===== src/rtl/cnn_window_gen.sv =====
// K x K sliding-window generator: buffers K-1 raster rows and emits one registered
// window per in-image, stride-aligned position, with frame-end marking.
module cnn_window_gen #(
   parameter int DATA_W = 9,
   parameter int IMG_W  = 32,
   parameter int IMG_H  = 32,
   parameter int K      = 5,
   parameter int STRIDE = 1
) (
   input  logic                    clk,
   input  logic                    rstn,
   input  logic                    in_valid,
   input  logic                    in_sof,
   input  logic [DATA_W-1:0]       in_data,
   output logic                    out_valid,
   output logic                    out_eof,
   output logic [K*K*DATA_W-1:0]   win
);
   localparam int XW     = $clog2(IMG_W);
   localparam int YW     = $clog2(IMG_H);
   localparam int PW     = (STRIDE > 1) ? $clog2(STRIDE) : 1;
   localparam int X_LAST = K - 1 + ((IMG_W - K) / STRIDE) * STRIDE;
   localparam int Y_LAST = K - 1 + ((IMG_H - K) / STRIDE) * STRIDE;

   localparam logic [XW-1:0] X_MAX = XW'(IMG_W - 1);
   localparam logic [YW-1:0] Y_MAX = YW'(IMG_H - 1);
   localparam logic [XW-1:0] X_K   = XW'(K - 1);
   localparam logic [YW-1:0] Y_K   = YW'(K - 1);
   localparam logic [XW-1:0] X_L   = XW'(X_LAST);
   localparam logic [YW-1:0] Y_L   = YW'(Y_LAST);
   localparam logic [PW-1:0] PH_MAX = PW'(STRIDE - 1);

   logic [XW-1:0] x, ex;
   logic [YW-1:0] y, ey;
   logic [PW-1:0] px, py, epx, epy, npx, npy;
   logic          emit, last;

   // lb_chain[0] is the incoming pixel, lb_chain[j] the same column j rows above
   logic [K-1:0][DATA_W-1:0]         lb_chain;
   logic [K-1:0][K-1:0][DATA_W-1:0]  sh, nxt;

   assign lb_chain[0] = in_data;

   for (genvar j = 0; j < K - 1; j++) begin : g_lb
      lb_row #(.DATA_W(DATA_W), .DEPTH(IMG_W)) u_lb (
         .clk  (clk),
         .en   (in_valid),
         .din  (lb_chain[j]),
         .dout (lb_chain[j+1])
      );
   end

   // An in_sof pixel is (0,0) whatever the counters say; phases restart at K-1
   always_comb begin
      ex   = in_sof ? '0 : x;
      ey   = in_sof ? '0 : y;
      epx  = (ex == X_K) ? '0 : px;
      epy  = (ey == Y_K) ? '0 : py;
      npx  = (epx == PH_MAX) ? '0 : epx + 1'b1;
      npy  = (epy == PH_MAX) ? '0 : epy + 1'b1;
      emit = in_valid && (ex >= X_K) && (ey >= Y_K) && (epx == '0) && (epy == '0);
      last = (ex == X_L) && (ey == Y_L);
   end

   always_comb begin
      nxt = '0;
      for (int r = 0; r < K; r++) begin
         for (int c = 0; c < K - 1; c++)
            nxt[r][c] = sh[r][c+1];
         nxt[r][K-1] = lb_chain[K-1-r];
      end
   end

   // Shifting window shadow; its contents only matter once K-1 fresh rows exist
   always_ff @(posedge clk)
      if (in_valid) sh <= nxt;

   always_ff @(posedge clk or negedge rstn) begin
      if (!rstn) begin
         x         <= '0;
         y         <= '0;
         px        <= '0;
         py        <= '0;
         out_valid <= 1'b0;
         out_eof   <= 1'b0;
         win       <= '0;
      end else begin
         out_valid <= emit;
         out_eof   <= emit && last;
         if (emit) win <= nxt;
         if (in_valid) begin
            px <= npx;
            if (ex == X_MAX) begin
               x  <= '0;
               y  <= (ey == Y_MAX) ? '0 : ey + 1'b1;
               py <= npy;
            end else begin
               x  <= ex + 1'b1;
               y  <= ey;
            end
         end
      end
   end
endmodule

// One image row of delay, as a shift register advanced on accepted pixels.
module lb_row #(
   parameter int DATA_W = 9,
   parameter int DEPTH  = 32
) (
   input  logic              clk,
   input  logic              en,
   input  logic [DATA_W-1:0] din,
   output logic [DATA_W-1:0] dout
);
   logic [DEPTH-1:0][DATA_W-1:0] sr;

   always_ff @(posedge clk)
      if (en) sr <= {sr[DEPTH-2:0], din};

   assign dout = sr[DEPTH-1];
endmodule


===== config.mk =====
export PLATFORM = sky130hd
export DESIGN_NAME = cnn_window_gen
export DESIGN_NICKNAME = d
export VERILOG_FILES = /design/src/rtl/cnn_window_gen.sv
export SDC_FILE = /design/constraint.sdc
export NUM_CORES = 1
export LEC_CHECK = 0
export ABC_AREA = 1
export ABC_CLOCK_PERIOD_IN_PS = 4200
export BUFFER_PORTS_ARGS = -buffer_cell sky130_fd_sc_hd__buf_2
export CAP_MARGIN = 20
export CORE_ASPECT_RATIO = 1.2
export CORE_MARGIN = 5
export CORE_UTILIZATION = 40
export CTS_CLUSTER_SIZE = 14
export DETAILED_ROUTE_END_ITERATION = 8
export PLACE_DENSITY = 0.66
export SLEW_MARGIN = 25
export SYNTH_ARGS = -nofsm -noshare
export SYNTH_HDL_FRONTEND = slang
export SYNTH_SLANG_ARGS = --single-unit

===== constraint.sdc =====
create_clock -name clk -period 4.2 [get_ports clk]
set_input_delay 0.84 -clock clk [delete_from_list [all_inputs] [get_ports clk]]
set_output_delay 0.84 -clock clk [all_outputs]
set_load 0.01 [all_outputs]

==> metrics.txt, run 1 <==
# TYPE chip_impl_metric gauge
chip_impl_metric{name="die-height",unit="µm"} 380
chip_impl_info{name="crit_path_start_kind",value="primary input"} 1
chip_impl_metric{name="grt_pass1_vias",unit=""} 19700
chip_impl_info{name="cp-end-kind",value="flip-flop"} 1
chip_impl_metric{name="groute.usage.overall",unit="%"} 12.0
chip_impl_metric{name="grt_antenna_before_repair",unit=""} 0
chip_impl_metric{name="ys_types",unit=""} 21
chip_impl_metric{name="hpwl",unit="mm"} 40.7
chip_impl_metric{name="finalWeightedCongestion",unit=""} 0.784
chip_impl_metric{name="synth-seq-area-share",unit="%"} 91.3
chip_impl_metric{name="drive_above_1_share",unit="%"} 17.9
chip_impl_metric{name="total_power_density_per_cell_area",unit="nW/µm²"} 591
chip_impl_info{name="cts_tree",value="built"} 1
chip_impl_metric{name="total_number_of_vias",unit=""} 20400
chip_impl_metric{name="fin_crit",unit="ns"} 2.36
chip_impl_info{name="dominant_cell_type_by_count_on_the_critical_path",value="sky130_fd_sc_hd__nand2_1"} 1
chip_impl_metric{name="final_report_max_slew_violation_count",unit=""} 0
chip_impl_metric{name="worst_slew_pin_slew",unit="ns"} 1.01
chip_impl_metric{name="timing_hold_violations_final",unit=""} 0
chip_impl_metric{name="finalCritPeriodShare",unit="%"} 56.2
chip_impl_metric{name="place.port_buffers",unit=""} 239
chip_impl_metric{name="chipWidth",unit="µm"} 318
chip_impl_metric{name="synthesis.nets",unit=""} 2302
chip_impl_metric{name="syn_avg_cell_area",unit="µm²"} 20.0
chip_impl_info{name="run_status",value="finished, final reports clean"} 1
chip_impl_info{name="mostFrequentLayoutCell",value="sky130_fd_sc_hd__edfxtp_1"} 1
chip_impl_metric{name="grt_max_degree",unit=""} 208
chip_impl_info{name="worst_reg2reg_startpoint",value="y[2]"} 1
chip_impl_metric{name="critical_path_arrival",unit="ns"} 2.92
chip_impl_metric{name="mappedNetlistArea",unit="µm²"} 45600
chip_impl_metric{name="report.power.total",unit="W"} 0.0316
chip_impl_metric{name="clkLatencyLatePin",unit="ns"} 0.72
chip_impl_metric{name="initial_core_util",unit="%"} 40.3
chip_impl_metric{name="maximum_vdd_drop",unit="µV"} 380
chip_impl_info{name="timing.critical_path.slowest_stage_cell",value="sky130_fd_sc_hd__nand3_4"} 1
chip_impl_metric{name="clock_tree.htree_level_count",unit=""} 4
chip_impl_metric{name="viasPerCell",unit=""} 4.82
chip_impl_metric{name="timing.setup.tns",unit="ns"} 0
chip_impl_metric{name="max-slew-margin-rel",unit="%"} 32.9
chip_impl_metric{name="final_nets",unit=""} 2620
chip_impl_metric{name="tritoncts.num_buffers",unit=""} 141
chip_impl_metric{name="setup_viol",unit=""} 0
chip_impl_info{name="min_path_type",value="primary input to async pin"} 1
chip_impl_info{name="worstSetupEndpoint",value="win[8]"} 1
chip_impl_info{name="setup_repair_after_global_routing_missed_its_margin",value="false"} 1
chip_impl_info{name="worstReg2RegEnd",value="win[8]"} 1
chip_impl_metric{name="clk_pin_slew",unit="ns"} 0.06
chip_impl_metric{name="grt_pass1_wl",unit="mm"} 116
chip_impl_metric{name="number_of_antenna_diodes",unit=""} 0
chip_impl_metric{name="reg2reg_depth",unit=""} 6
chip_impl_metric{name="cts_num_sinks",unit=""} 1425
chip_impl_info{name="critPathLaunch",value="in_sof"} 1
chip_impl_metric{name="synthesis.instances",unit=""} 2283
chip_impl_metric{name="critical_path.max_fanout",unit=""} 51
chip_impl_metric{name="synth.ff_latch_count",unit=""} 1425
chip_impl_metric{name="critical_path.max_stage_delay",unit="ns"} 0.59
chip_impl_metric{name="routed_wirelength",unit="mm"} 74.6
chip_impl_metric{name="wire_per_inst",unit="µm"} 17.6
chip_impl_metric{name="route.detailed.drc",unit=""} 0
chip_impl_info{name="clk_root_buffer_cell",value="sky130_fd_sc_hd__clkbuf_16"} 1
chip_impl_metric{name="synth_warn",unit=""} 0
chip_impl_metric{name="ant_nets",unit=""} 0
chip_impl_metric{name="grt_remaining_overflow",unit=""} 0
chip_impl_metric{name="die_area",unit="µm²"} 121000
chip_impl_metric{name="required_time_of_the_worst_setup_path",unit="ns"} 4.76
chip_impl_metric{name="total_stage_count_of_the_critical_path",unit=""} 8
chip_impl_metric{name="rows",unit=""} 135
chip_impl_metric{name="timing.max_cap.violations",unit=""} 0
chip_impl_metric{name="drtIter0Drc",unit=""} 2025
chip_impl_metric{name="critPathBufInv",unit=""} 3
chip_impl_metric{name="timing.reg2reg.setup_slack",unit="ns"} 1.86
chip_impl_metric{name="fmaxAchievable",unit="GHz"} 0.424
chip_impl_metric{name="cells_resized_by_post_cts_repair",unit=""} 0
chip_impl_metric{name="boundaryPins",unit=""} 240
chip_impl_metric{name="leakage",unit="nW"} 20.7
chip_impl_info{name="category_of_the_critical_setup_timing_path",value="primary input to flip-flop"} 1
chip_impl_metric{name="coreArea",unit="µm²"} 113000
chip_impl_info{name="critPathTopFamily",value="simple AND/OR/NAND/NOR gates"} 1
chip_impl_info{name="most-common-layout-cells",value="1188 x sky130_fd_sc_hd__edfxtp_1, 480 x sky130_fd_sc_hd__nand2_1, 237 x sky130_fd_sc_hd__buf_2, 237 x sky130_fd_sc_hd__dfrtp_1, 228 x sky130_fd_sc_hd__nand4_1"} 1
chip_impl_metric{name="cts_buffer_depth",unit=""} 3
chip_impl_metric{name="syn_to_final_growth",unit="%"} 17.3
chip_impl_metric{name="post_cts_setup_repair_buffer_count",unit=""} 0
chip_impl_metric{name="finClkSkew",unit="ns"} 0.0361
chip_impl_metric{name="detailedRoute.firstPassIterationCount",unit=""} 5
chip_impl_metric{name="cts_hold_repair.buffers",unit=""} 0
chip_impl_info{name="crit_chain",value="buf_2, inv_2, nand2_1, nand3_4, nand3_4, buf_12, nand2_1, nand2_1"} 1
-- state kept, by name, indices dropped and copies added, names as in the netlist --
signal	count
win	225
g_lb.u_lb.sr	1071
out_valid	1
out_eof	1
x	5
g_lb.u_lb.dout	36
nxt	81
y	5
-- cell families after synthesis --
group | after synthesis | share of synthesized area [%]
flops | 1425 | 91.3
simple gates | 723 | 7.25
buf+inv | 117 | 1.16
compound gates | 12 | 0.146
fa+ha+maj | 6 | 0.165
-- cells in the mapped netlist (all sizes together) --
master  number  area [µm²]
nor3         2        10.0
a21oi        4        20.0
o211ai       1        7.51
clkinv       1        3.75
ha           6        75.1
nor2         7        26.3
dfrtp      237        5930
clkbuf      41         154
inv         16        60.1
nand3        6        40.0
nand4      228        1430
buf         59         310
o21ai        6        30.0
edfxtp    1188       35700
nand2      480        1800
o221ai       1        8.76
-- per-layer routing --
layer	GRT usage [%]	routed length [µm]
met5	0	0
met2	16.9	32400
met4	3.94	1650
met3	4.30	6230
met1	17.7	34300
-- where the power goes --
| part | leakage, nW | internal, W | total, W | switching (W) |
|---|---|---|---|---|
| sequential | 14.8 | 0.0166 | 0.0172 | 0.000550 |
| combinational | 3.59 | 0.000611 | 0.00191 | 0.00130 |
| clock | 2.30 | 0.00732 | 0.0125 | 0.00522 |
-- cell type report --
class	count	area, µm²
Clock buffer	188	3870
Clock inverter	73	876
Fill cell	9238	59500
Inverter	17	63.8
Multi-Input combinational cell	741	3470
Sequential cell	1425	41600
Tap cell	1507	1890
Timing Repair Buffer	275	1700
-- per-stage QoR --
stage | cell area, µm² | hold slack (ns) | cells | worst slack (ns) | utilization, %
floorplan | 45600 | 0.400 | 2283 | 1.99 | -
global placement | 48700 | 0.400 | 3964 | 1.20 | 43.1
detailed placement | 48700 | 0.405 | 3964 | 1.15 | 43.1
CTS | 53400 | 0.0999 | 4225 | 1.89 | 47.3
global route | 53500 | 0.125 | 4226 | 1.71 | 47.3
finish | 53500 | 0.117 | 4226 | 1.84 | 47.3
-- how the worst min path moves through the flow --
| stage | start | endpoint | cells after the start |
|---|---|---|---|
| after CTS | rstn | y[4] | 1 |
| after floorplan | g_lb[0].u_lb.sr[270] | g_lb[0].u_lb.dout[0] | 0 |
| after global placement | g_lb[2].u_lb.sr[76] | g_lb[2].u_lb.sr[85] | 0 |
| final | rstn | y[4] | 1 |
| after global routing | rstn | y[2] | 1 |
| after detailed placement | g_lb[0].u_lb.sr[107] | g_lb[0].u_lb.sr[116] | 0 |
No activity file was read; power rests on OpenSTA's default activity.
==> run 2, diff against run 1 <==
--- a/config.mk
+++ b/config.mk
@@ -5,8 +5,8 @@
 export SDC_FILE = /design/constraint.sdc
 export NUM_CORES = 1
 export LEC_CHECK = 0
-export ABC_AREA = 1
-export ABC_CLOCK_PERIOD_IN_PS = 4200
+export ABC_AREA = 0
+export ABC_CLOCK_PERIOD_IN_PS = 2400
 export BUFFER_PORTS_ARGS = -buffer_cell sky130_fd_sc_hd__buf_2
 export CAP_MARGIN = 20
 export CORE_ASPECT_RATIO = 1.2
==> constraint.sdc (replaced) <==
create_clock -name clk -period 2.4 [get_ports clk]
set_input_delay 0.48 -clock clk [delete_from_list [all_inputs] [get_ports clk]]
set_output_delay 0.48 -clock clk [all_outputs]
set_load 0.01 [all_outputs]
==> run 2 against run 1 <==
- first-iteration DRC count decreased by 38%
- clock-buffer cell count increased by 1
- sequential share of layout area increased by 0.56 points
- synthesized cell count decreased by 24%
- synthesized area decreased by 0.71%
- critical endpoint is now win[79]
- worst hold slack improved by 0.031 ns
- clock power increased by 62%
- non-clock buffer count increased by 35
- critical path type is now flip-flop to flip-flop
- wire length decreased by 13%
- via count decreased by 17%
- flip-flop and latch count unchanged
==> metrics.txt, run 2 <==
# TYPE chip_impl_metric gauge
chip_impl_info{name="mostFrequentLayoutCell",value="sky130_fd_sc_hd__edfxtp_1"} 1
chip_impl_metric{name="critical_path_arrival",unit="ns"} 2.66
chip_impl_metric{name="rows",unit=""} 135
chip_impl_metric{name="hpwl",unit="mm"} 35.9
chip_impl_metric{name="syn_avg_cell_area",unit="µm²"} 26.1
chip_impl_metric{name="placed_cells",unit=""} 3511
chip_impl_metric{name="clkLatencyLatePin",unit="ns"} 0.73
chip_impl_metric{name="cts_buffer_depth",unit=""} 3
chip_impl_metric{name="total_number_of_vias",unit=""} 16900
chip_impl_info{name="most-common-layout-cells",value="1188 x sky130_fd_sc_hd__edfxtp_1, 237 x sky130_fd_sc_hd__buf_2, 237 x sky130_fd_sc_hd__dfrtp_1"} 1
chip_impl_info{name="netlist_top_cells_count",value="1188 x sky130_fd_sc_hd__edfxtp_1, 237 x sky130_fd_sc_hd__dfrtp_1, 128 x sky130_fd_sc_hd__mux2_2"} 1
chip_impl_info{name="worstSetupEndpoint",value="win[79]"} 1
chip_impl_info{name="hold_path_start",value="in_sof"} 1
chip_impl_metric{name="largest_register_ffs",unit=""} 1071
chip_impl_metric{name="layoutNonFillerInstCount",unit=""} 3765
chip_impl_info{name="run_status",value="finished, final reports clean"} 1
chip_impl_metric{name="synth-edff-count",unit=""} 1188
chip_impl_info{name="clk_root_buffer_cell",value="sky130_fd_sc_hd__clkbuf_16"} 1
chip_impl_metric{name="grt_antenna_before_repair",unit=""} 2
chip_impl_metric{name="route.detailed.drc",unit=""} 0
chip_impl_metric{name="total_power_density_per_cell_area",unit="nW/µm²"} 1090
chip_impl_info{name="largest_register",value="g_lb.u_lb.sr"} 1
chip_impl_metric{name="synth.ff_latch_count",unit=""} 1425
chip_impl_info{name="post-synth-top-count-cell",value="sky130_fd_sc_hd__edfxtp_1"} 1
chip_impl_metric{name="wire_per_inst",unit="µm"} 17.2
chip_impl_metric{name="cts_num_sinks",unit=""} 1425
chip_impl_metric{name="cells_resized_by_post_cts_repair",unit=""} 0
chip_impl_info{name="cts_tree",value="built"} 1
chip_impl_info{name="cp-end-kind",value="flip-flop"} 1
chip_impl_metric{name="max-slew-margin-rel",unit="%"} 49.9
chip_impl_metric{name="viasPerCell",unit=""} 4.50
chip_impl_metric{name="number_of_antenna_diodes",unit=""} 0
chip_impl_metric{name="fin_crit",unit="ns"} 2.06
chip_impl_metric{name="critPathBufInv",unit=""} 2
chip_impl_metric{name="synthesis.nets",unit=""} 1751
chip_impl_metric{name="required_time_of_the_worst_setup_path",unit="ns"} 3.00
chip_impl_info{name="worst_reg2reg_startpoint",value="y[3]"} 1
chip_impl_metric{name="holdPathStages",unit=""} 2
chip_impl_metric{name="finalCritPeriodShare",unit="%"} 85.9
chip_impl_metric{name="timing.max_cap.violations",unit=""} 0
chip_impl_metric{name="synth_top_cell_area_share",unit="%"} 78.8
chip_impl_metric{name="maximum_vdd_drop",unit="µV"} 775
chip_impl_metric{name="syn_to_final_growth",unit="%"} 17.3
chip_impl_info{name="crit_chain",value="nor3_1, nor4b_4, buf_12, buf_4, mux2_2"} 1
chip_impl_metric{name="critical_path.max_stage_delay",unit="ns"} 0.44
chip_impl_metric{name="place.port_buffers",unit=""} 239
chip_impl_metric{name="chipWidth",unit="µm"} 317
chip_impl_info{name="min_path_type",value="primary input to flip-flop"} 1
chip_impl_metric{name="drtIter0Drc",unit=""} 1254
chip_impl_metric{name="die-height",unit="µm"} 378
chip_impl_metric{name="grt_pass1_wl",unit="mm"} 101
chip_impl_metric{name="timing.setup.tns",unit="ns"} 0
chip_impl_metric{name="drive_above_1_share",unit="%"} 31.4
chip_impl_info{name="setup_repair_after_global_routing_missed_its_margin",value="false"} 1
chip_impl_metric{name="synth_warn",unit=""} 0
chip_impl_metric{name="ys_types",unit=""} 30
chip_impl_metric{name="total_stage_count_of_the_critical_path",unit=""} 5
chip_impl_metric{name="leakage",unit="nW"} 19.6
chip_impl_metric{name="mappedNetlistArea",unit="µm²"} 45300
chip_impl_metric{name="ant_nets",unit=""} 0
chip_impl_metric{name="die_area",unit="µm²"} 120000
chip_impl_info{name="crit_path_start_kind",value="flip-flop"} 1
chip_impl_metric{name="fmaxAchievable",unit="GHz"} 0.485
chip_impl_metric{name="post_dp_cell_area",unit="µm²"} 48700
chip_impl_metric{name="timing_hold_violations_final",unit=""} 0
chip_impl_info{name="worstReg2RegEnd",value="win[79]"} 1
chip_impl_info{name="timing.critical_path.slowest_stage_cell",value="sky130_fd_sc_hd__nor4b_4"} 1
chip_impl_info{name="synth_top_cells_by_area",value="sky130_fd_sc_hd__edfxtp_1 79%, sky130_fd_sc_hd__dfrtp_1 13%, sky130_fd_sc_hd__mux2_4 3.3%, sky130_fd_sc_hd__mux2_2 3.2%, sky130_fd_sc_hd__buf_12 0.49%"} 1
chip_impl_metric{name="finalWeightedCongestion",unit=""} 0.749
chip_impl_info{name="synth_area_leader_cell",value="sky130_fd_sc_hd__edfxtp_1"} 1
chip_impl_metric{name="routed_wirelength",unit="mm"} 64.6
chip_impl_metric{name="tritoncts.num_buffers",unit=""} 135
chip_impl_metric{name="initial_core_util",unit="%"} 40.2
chip_impl_metric{name="timing.reg2reg.setup_slack",unit="ns"} 0.34
chip_impl_metric{name="clock_tree.htree_level_count",unit=""} 4
chip_impl_metric{name="synthesis.instances",unit=""} 1732
chip_impl_metric{name="groute.usage.overall",unit="%"} 10.7
chip_impl_metric{name="synth-seq-area-share",unit="%"} 91.9
chip_impl_metric{name="finClkSkew",unit="ns"} 0.0230
chip_impl_info{name="category_of_the_critical_setup_timing_path",value="flip-flop to flip-flop"} 1
chip_impl_metric{name="final_report_max_slew_violation_count",unit=""} 0
chip_impl_metric{name="grt_max_degree",unit=""} 152
chip_impl_metric{name="grt_pass1_vias",unit=""} 17600
chip_impl_metric{name="grt_remaining_overflow",unit=""} 0
chip_impl_metric{name="coreArea",unit="µm²"} 113000
chip_impl_metric{name="final_area",unit="µm²"} 53100
chip_impl_metric{name="final_nets",unit=""} 2170
chip_impl_metric{name="critical_path.max_fanout",unit=""} 29
chip_impl_info{name="critPathLaunch",value="y[3]"} 1
chip_impl_metric{name="worst_slew_pin_slew",unit="ns"} 0.751
chip_impl_metric{name="clk_pin_slew",unit="ns"} 0.06
chip_impl_metric{name="detailedRoute.firstPassIterationCount",unit=""} 4
chip_impl_metric{name="synth_async_sr_flop_share",unit="%"} 16.6
chip_impl_metric{name="reg2reg_depth",unit=""} 5
chip_impl_info{name="critPathTopFamily",value="simple AND/OR/NAND/NOR gates"} 1
chip_impl_info{name="dominantRegCellSynth",value="sky130_fd_sc_hd__edfxtp_1"} 1
chip_impl_metric{name="setup_viol",unit=""} 0
chip_impl_metric{name="boundaryPins",unit=""} 240
## run 2: layout make-up
cell class | instances | area [µm²]
timing repair buffer | 310 | 2040
inverter | 6 | 22.5
sequential | 1425 | 41600
clock inverter | 55 | 562
multi-input combinational | 273 | 3280
fill | 9081 | 59600
tap | 1507 | 1890
clock buffer | 189 | 3700
## run 2: worst min-delay path by stage
stage / slack [ns] / end
after floorplan: 0.18 / out_eof
after global placement: 0.40 / g_lb[1].u_lb.sr[252]
after detailed placement: 0.40 / g_lb[0].u_lb.sr[122]
after CTS: 0.06 / out_eof
after global routing: 0.12 / out_eof
final: 0.15 / out_eof
## run 2: kinds of logic (layout without fill, tap and decap cells)
| kind of cell | after synthesis | count (layout) | share of synthesized area [%] |
|---|---|---|---|
| flops | 1425 | 1425 | 91.9 |
| mux | 229 | 229 | 6.52 |
| buf+inv | 34 | 560 | 0.843 |
| simple gates | 25 | 25 | 0.318 |
| compound gates | 13 | 13 | 0.213 |
| fa+ha+maj | 6 | 6 | 0.166 |
## run 2: routing by layer
metal  wire (µm)  up-vias  GRT usage (%)
met2       28600      405           15.6
met5           0        -              0
met1       30400     8768           15.4
met3        4310      103           3.51
li1            -     7663              -
met4        1340        0           3.67
## run 2: repair_timing
action / 4_1_cts / 5_1_grt
setup buffers: 0 / 0
hold buffers: 10 / 0
hold endpoints to repair: 67 / 0
## run 2: where the power goes
| group | leakage, nW | switching [W] | internal (W) |
|---|---|---|---|
| sequential | 14.6 | 0.00162 | 0.0301 |
| combinational | 2.93 | 0.00293 | 0.00324 |
| clock | 2.06 | 0.00868 | 0.0115 |
| total | 19.6 | 0.0132 | 0.0448 |
## run 2: metrics by stage
| stage | util (%) | hold WS, ns | setup slack (ns) | total power [W] |
|---|---|---|---|---|
| after floorplan | - | 0.184 | 0.310 | 0.0348 |
| after global placement | 43.2 | 0.400 | 0.200 | 0.0382 |
| after detailed placement | 43.2 | 0.405 | 0.0558 | 0.0385 |
| after CTS | 47.1 | 0.0574 | 0.340 | 0.0591 |
| after global routing | 47.1 | 0.116 | 0.211 | 0.0608 |
| final | 47.1 | 0.148 | 0.339 | 0.0581 |
==> run 3, diff against run 2 <==
--- a/config.mk
+++ b/config.mk
@@ -6,7 +6,7 @@
 export NUM_CORES = 1
 export LEC_CHECK = 0
 export ABC_AREA = 0
-export ABC_CLOCK_PERIOD_IN_PS = 2400
+export ABC_CLOCK_PERIOD_IN_PS = 2550
 export BUFFER_PORTS_ARGS = -buffer_cell sky130_fd_sc_hd__buf_2
 export CAP_MARGIN = 20
 export CORE_ASPECT_RATIO = 1.2
==> constraint.sdc (replaced) <==
create_clock -name clk -period 2.55 [get_ports clk]
set_input_delay 0.51 -clock clk [delete_from_list [all_inputs] [get_ports clk]]
set_output_delay 0.51 -clock clk [all_outputs]
set_load 0.01 [all_outputs]
==> run 3 against run 2 <==
- combinational power decreased by 5.4%
- maximum frequency up 0.50%
- cell count grew 0.16%
- utilization increased by 0.091 points
- die area did not move
- critical endpoint is now win[141]
- largest power group unchanged
==> metrics.txt, run 3 (synthesis gave the netlist of run 2 again) <==
# TYPE chip_impl_metric gauge
chip_impl_info{name="run_status",value="finished, final reports clean"} 1
chip_impl_metric{name="die-height",unit="µm"} 378
chip_impl_metric{name="layout.core_utilization",unit="%"} 47.2
chip_impl_metric{name="grt_pass1_wl",unit="mm"} 103
chip_impl_info{name="critPathTopFamily",value="simple AND/OR/NAND/NOR gates"} 1
chip_impl_metric{name="power.clock.fraction",unit="%"} 35.1
chip_impl_metric{name="required_time_of_the_worst_setup_path",unit="ns"} 3.15
chip_impl_metric{name="critical_path.max_stage_delay",unit="ns"} 0.42
chip_impl_metric{name="power_frac_seq",unit="%"} 54.3
chip_impl_info{name="most-common-layout-cells",value="1188 x sky130_fd_sc_hd__edfxtp_1, 237 x sky130_fd_sc_hd__buf_2, 237 x sky130_fd_sc_hd__dfrtp_1"} 1
chip_impl_metric{name="grt_max_degree",unit=""} 117
chip_impl_info{name="crit_chain",value="nor3_1, nor4b_4, buf_12, buf_12, mux2_4"} 1
chip_impl_metric{name="reg2reg_depth",unit=""} 5
chip_impl_metric{name="syn_to_final_growth",unit="%"} 17.5
chip_impl_metric{name="routed_wirelength",unit="mm"} 65.4
chip_impl_metric{name="final_area",unit="µm²"} 53200
chip_impl_metric{name="coreArea",unit="µm²"} 113000
chip_impl_info{name="setup_repair_after_global_routing_missed_its_margin",value="false"} 1
chip_impl_metric{name="ant_nets",unit=""} 0
chip_impl_metric{name="clkLatencyLatePin",unit="ns"} 0.72
chip_impl_metric{name="critical_path_arrival",unit="ns"} 2.65
chip_impl_metric{name="timing.max_cap.violations",unit=""} 0
chip_impl_metric{name="final_report_max_slew_violation_count",unit=""} 0
chip_impl_metric{name="maximum_vdd_drop",unit="µV"} 800
chip_impl_metric{name="timing.reg2reg.setup_slack",unit="ns"} 0.50
chip_impl_metric{name="groute.usage.overall",unit="%"} 10.8
chip_impl_metric{name="setup_viol",unit=""} 0
chip_impl_metric{name="final_nets",unit=""} 2174
chip_impl_metric{name="fin_crit",unit="ns"} 2.05
chip_impl_metric{name="drtIter0Drc",unit=""} 1285
chip_impl_metric{name="initial_core_util",unit="%"} 40.2
chip_impl_metric{name="grt_pass1_vias",unit=""} 18000
chip_impl_metric{name="cts_hold_repair.buffers",unit=""} 10
chip_impl_metric{name="route.detailed.drc",unit=""} 0
chip_impl_metric{name="number_of_antenna_diodes",unit=""} 0
chip_impl_metric{name="boundaryPins",unit=""} 240
chip_impl_metric{name="wire_per_inst",unit="µm"} 17.4
chip_impl_info{name="mostFrequentLayoutCell",value="sky130_fd_sc_hd__edfxtp_1"} 1
chip_impl_metric{name="finalCritPeriodShare",unit="%"} 80.4
chip_impl_metric{name="critical_path.max_fanout",unit=""} 30
chip_impl_metric{name="leakage",unit="nW"} 19.7
chip_impl_info{name="largest_register",value="g_lb.u_lb.sr"} 1
chip_impl_metric{name="holdPathStages",unit=""} 2
chip_impl_metric{name="die_area",unit="µm²"} 120000
chip_impl_metric{name="grt_antenna_before_repair",unit=""} 0
chip_impl_metric{name="report.power.total",unit="W"} 0.0550
chip_impl_metric{name="drive_above_1_share",unit="%"} 31.7
chip_impl_metric{name="cts_num_sinks",unit=""} 1425
chip_impl_metric{name="fmaxAchievable",unit="GHz"} 0.488
chip_impl_metric{name="net_load_switching_power",unit="W"} 0.0124
chip_impl_metric{name="critPathBufInv",unit=""} 2
chip_impl_metric{name="hpwl",unit="mm"} 36.6
chip_impl_metric{name="max-slew-margin-rel",unit="%"} 51.7
chip_impl_metric{name="timing_hold_violations_final",unit=""} 0
chip_impl_metric{name="rows",unit=""} 135
chip_impl_info{name="category_of_the_critical_setup_timing_path",value="flip-flop to flip-flop"} 1
chip_impl_info{name="timing.critical_path.slowest_stage_cell",value="sky130_fd_sc_hd__dfrtp_1"} 1
chip_impl_metric{name="grt_remaining_overflow",unit=""} 0
chip_impl_metric{name="total_stage_count_of_the_critical_path",unit=""} 5
chip_impl_info{name="clk_root_buffer_cell",value="sky130_fd_sc_hd__clkbuf_16"} 1
chip_impl_metric{name="clock_tree.htree_level_count",unit=""} 4
chip_impl_info{name="cts_tree",value="built"} 1
chip_impl_metric{name="total_power_density_per_cell_area",unit="nW/µm²"} 1030
chip_impl_metric{name="chipWidth",unit="µm"} 317
chip_impl_metric{name="finClkSkew",unit="ns"} 0.0218
chip_impl_metric{name="timing.setup.tns",unit="ns"} 0
chip_impl_info{name="crit_path_start_kind",value="flip-flop"} 1
chip_impl_info{name="dominant_cell_type_by_count_on_the_critical_path",value="sky130_fd_sc_hd__buf_12"} 1
chip_impl_info{name="cp-end-kind",value="flip-flop"} 1
chip_impl_metric{name="internal_power_summed_over_all_cells",unit="W"} 0.0425
chip_impl_metric{name="cts_buffer_depth",unit=""} 3
chip_impl_metric{name="swShare",unit="%"} 22.6
chip_impl_metric{name="detailedRoute.firstPassIterationCount",unit=""} 5
chip_impl_metric{name="cells_resized_by_post_cts_repair",unit=""} 0
chip_impl_metric{name="largest_register_ffs",unit=""} 1071
chip_impl_metric{name="fin_hold_ws",unit="ns"} 0.217
chip_impl_metric{name="place.port_buffers",unit=""} 239
chip_impl_metric{name="post_cts_setup_repair_buffer_count",unit=""} 0
chip_impl_metric{name="post_dp_cell_area",unit="µm²"} 48800
chip_impl_metric{name="viasPerCell",unit=""} 4.54
chip_impl_metric{name="total_number_of_vias",unit=""} 17100
chip_impl_metric{name="combPwrFrac",unit="%"} 10.6
chip_impl_metric{name="finalWeightedCongestion",unit=""} 0.731
chip_impl_metric{name="tritoncts.num_buffers",unit=""} 136
chip_impl_info{name="min_path_type",value="primary input to flip-flop"} 1
chip_impl_metric{name="worst_slew_pin_slew",unit="ns"} 0.725
chip_impl_metric{name="clk_pin_slew",unit="ns"} 0.06
-- run 3: cell count changes in the layout (fill, tap and decap cells not counted), moves of 2 or more --
cell,delta
sky130_fd_sc_hd__clkinv_4,+2
sky130_fd_sc_hd__clkinv_2,+4
sky130_fd_sc_hd__clkbuf_16,+5
sky130_fd_sc_hd__clkinv_8,-3
sky130_fd_sc_hd__clkinv_1,-6
sky130_fd_sc_hd__buf_12,+2
sky130_fd_sc_hd__clkinvlp_4,+4
sky130_fd_sc_hd__clkbuf_1,+4
sky130_fd_sc_hd__inv_6,-2
sky130_fd_sc_hd__clkbuf_8,-2
-- run 3: layout make-up --
class / count / area [µm²]
Clock buffer: 196 / 3820
Clock inverter: 51 / 504
Fill cell: 9045 / 59500
Inverter: 6 / 22.5
Multi-Input combinational cell: 273 / 3280
Sequential cell: 1425 / 41600
Tap cell: 1507 / 1890
Timing Repair Buffer: 313 / 2080
-- run 3: worst reg2reg max path, stage by stage (launching register included) --
cell and delay [ns]:
sky130_fd_sc_hd__dfrtp_1 0.42, sky130_fd_sc_hd__nor3_1 0.12, sky130_fd_sc_hd__nor4b_4 0.41, sky130_fd_sc_hd__buf_12 0.27, sky130_fd_sc_hd__buf_12 0.38, sky130_fd_sc_hd__mux2_4 0.33
-- run 3: power groups by stage --
stage	registers (W)	clock network (W)	logic, W
floorplan	0.0307	0	0.00213
global placement	0.0302	0	0.00577
detailed placement	0.0303	0	0.00593
finish	0.0298	0.0193	0.00583
CTS	0.0299	0.0200	0.00597
global route	0.0301	0.0211	0.00632
-- run 3: routing by layer --
layer / up-vias / global-route usage (%) / share of wire (%)
li1: 7668 / - / -
met1: 8870 / 15.3 / 47
met2: 452 / 16.0 / 45
met3: 119 / 3.26 / 6.2
met4: 0 / 4.15 / 2.2
met5: - / 0 / 0
-- run 3: per-stage QoR --
stage | instances | worst slack, ns
floorplan | 1732 | 0.430
global placement | 3514 | 0.318
global route | 3771 | 0.367
finish | 3771 | 0.499
CTS | 3771 | 0.496
detailed placement | 3514 | 0.192
-- run 3: path summary, 6_finish.rpt --
check | from | to
setup / recovery | y[3] | win[141]
hold / removal | in_sof | out_eof
setup reg to reg | y[3] | win[141]
hold reg to reg | g_lb[2].u_lb.sr[248] | g_lb[2].u_lb.sr[257]
max in group asynchronous | rstn | win[95]
min in group asynchronous | rstn | win[29]
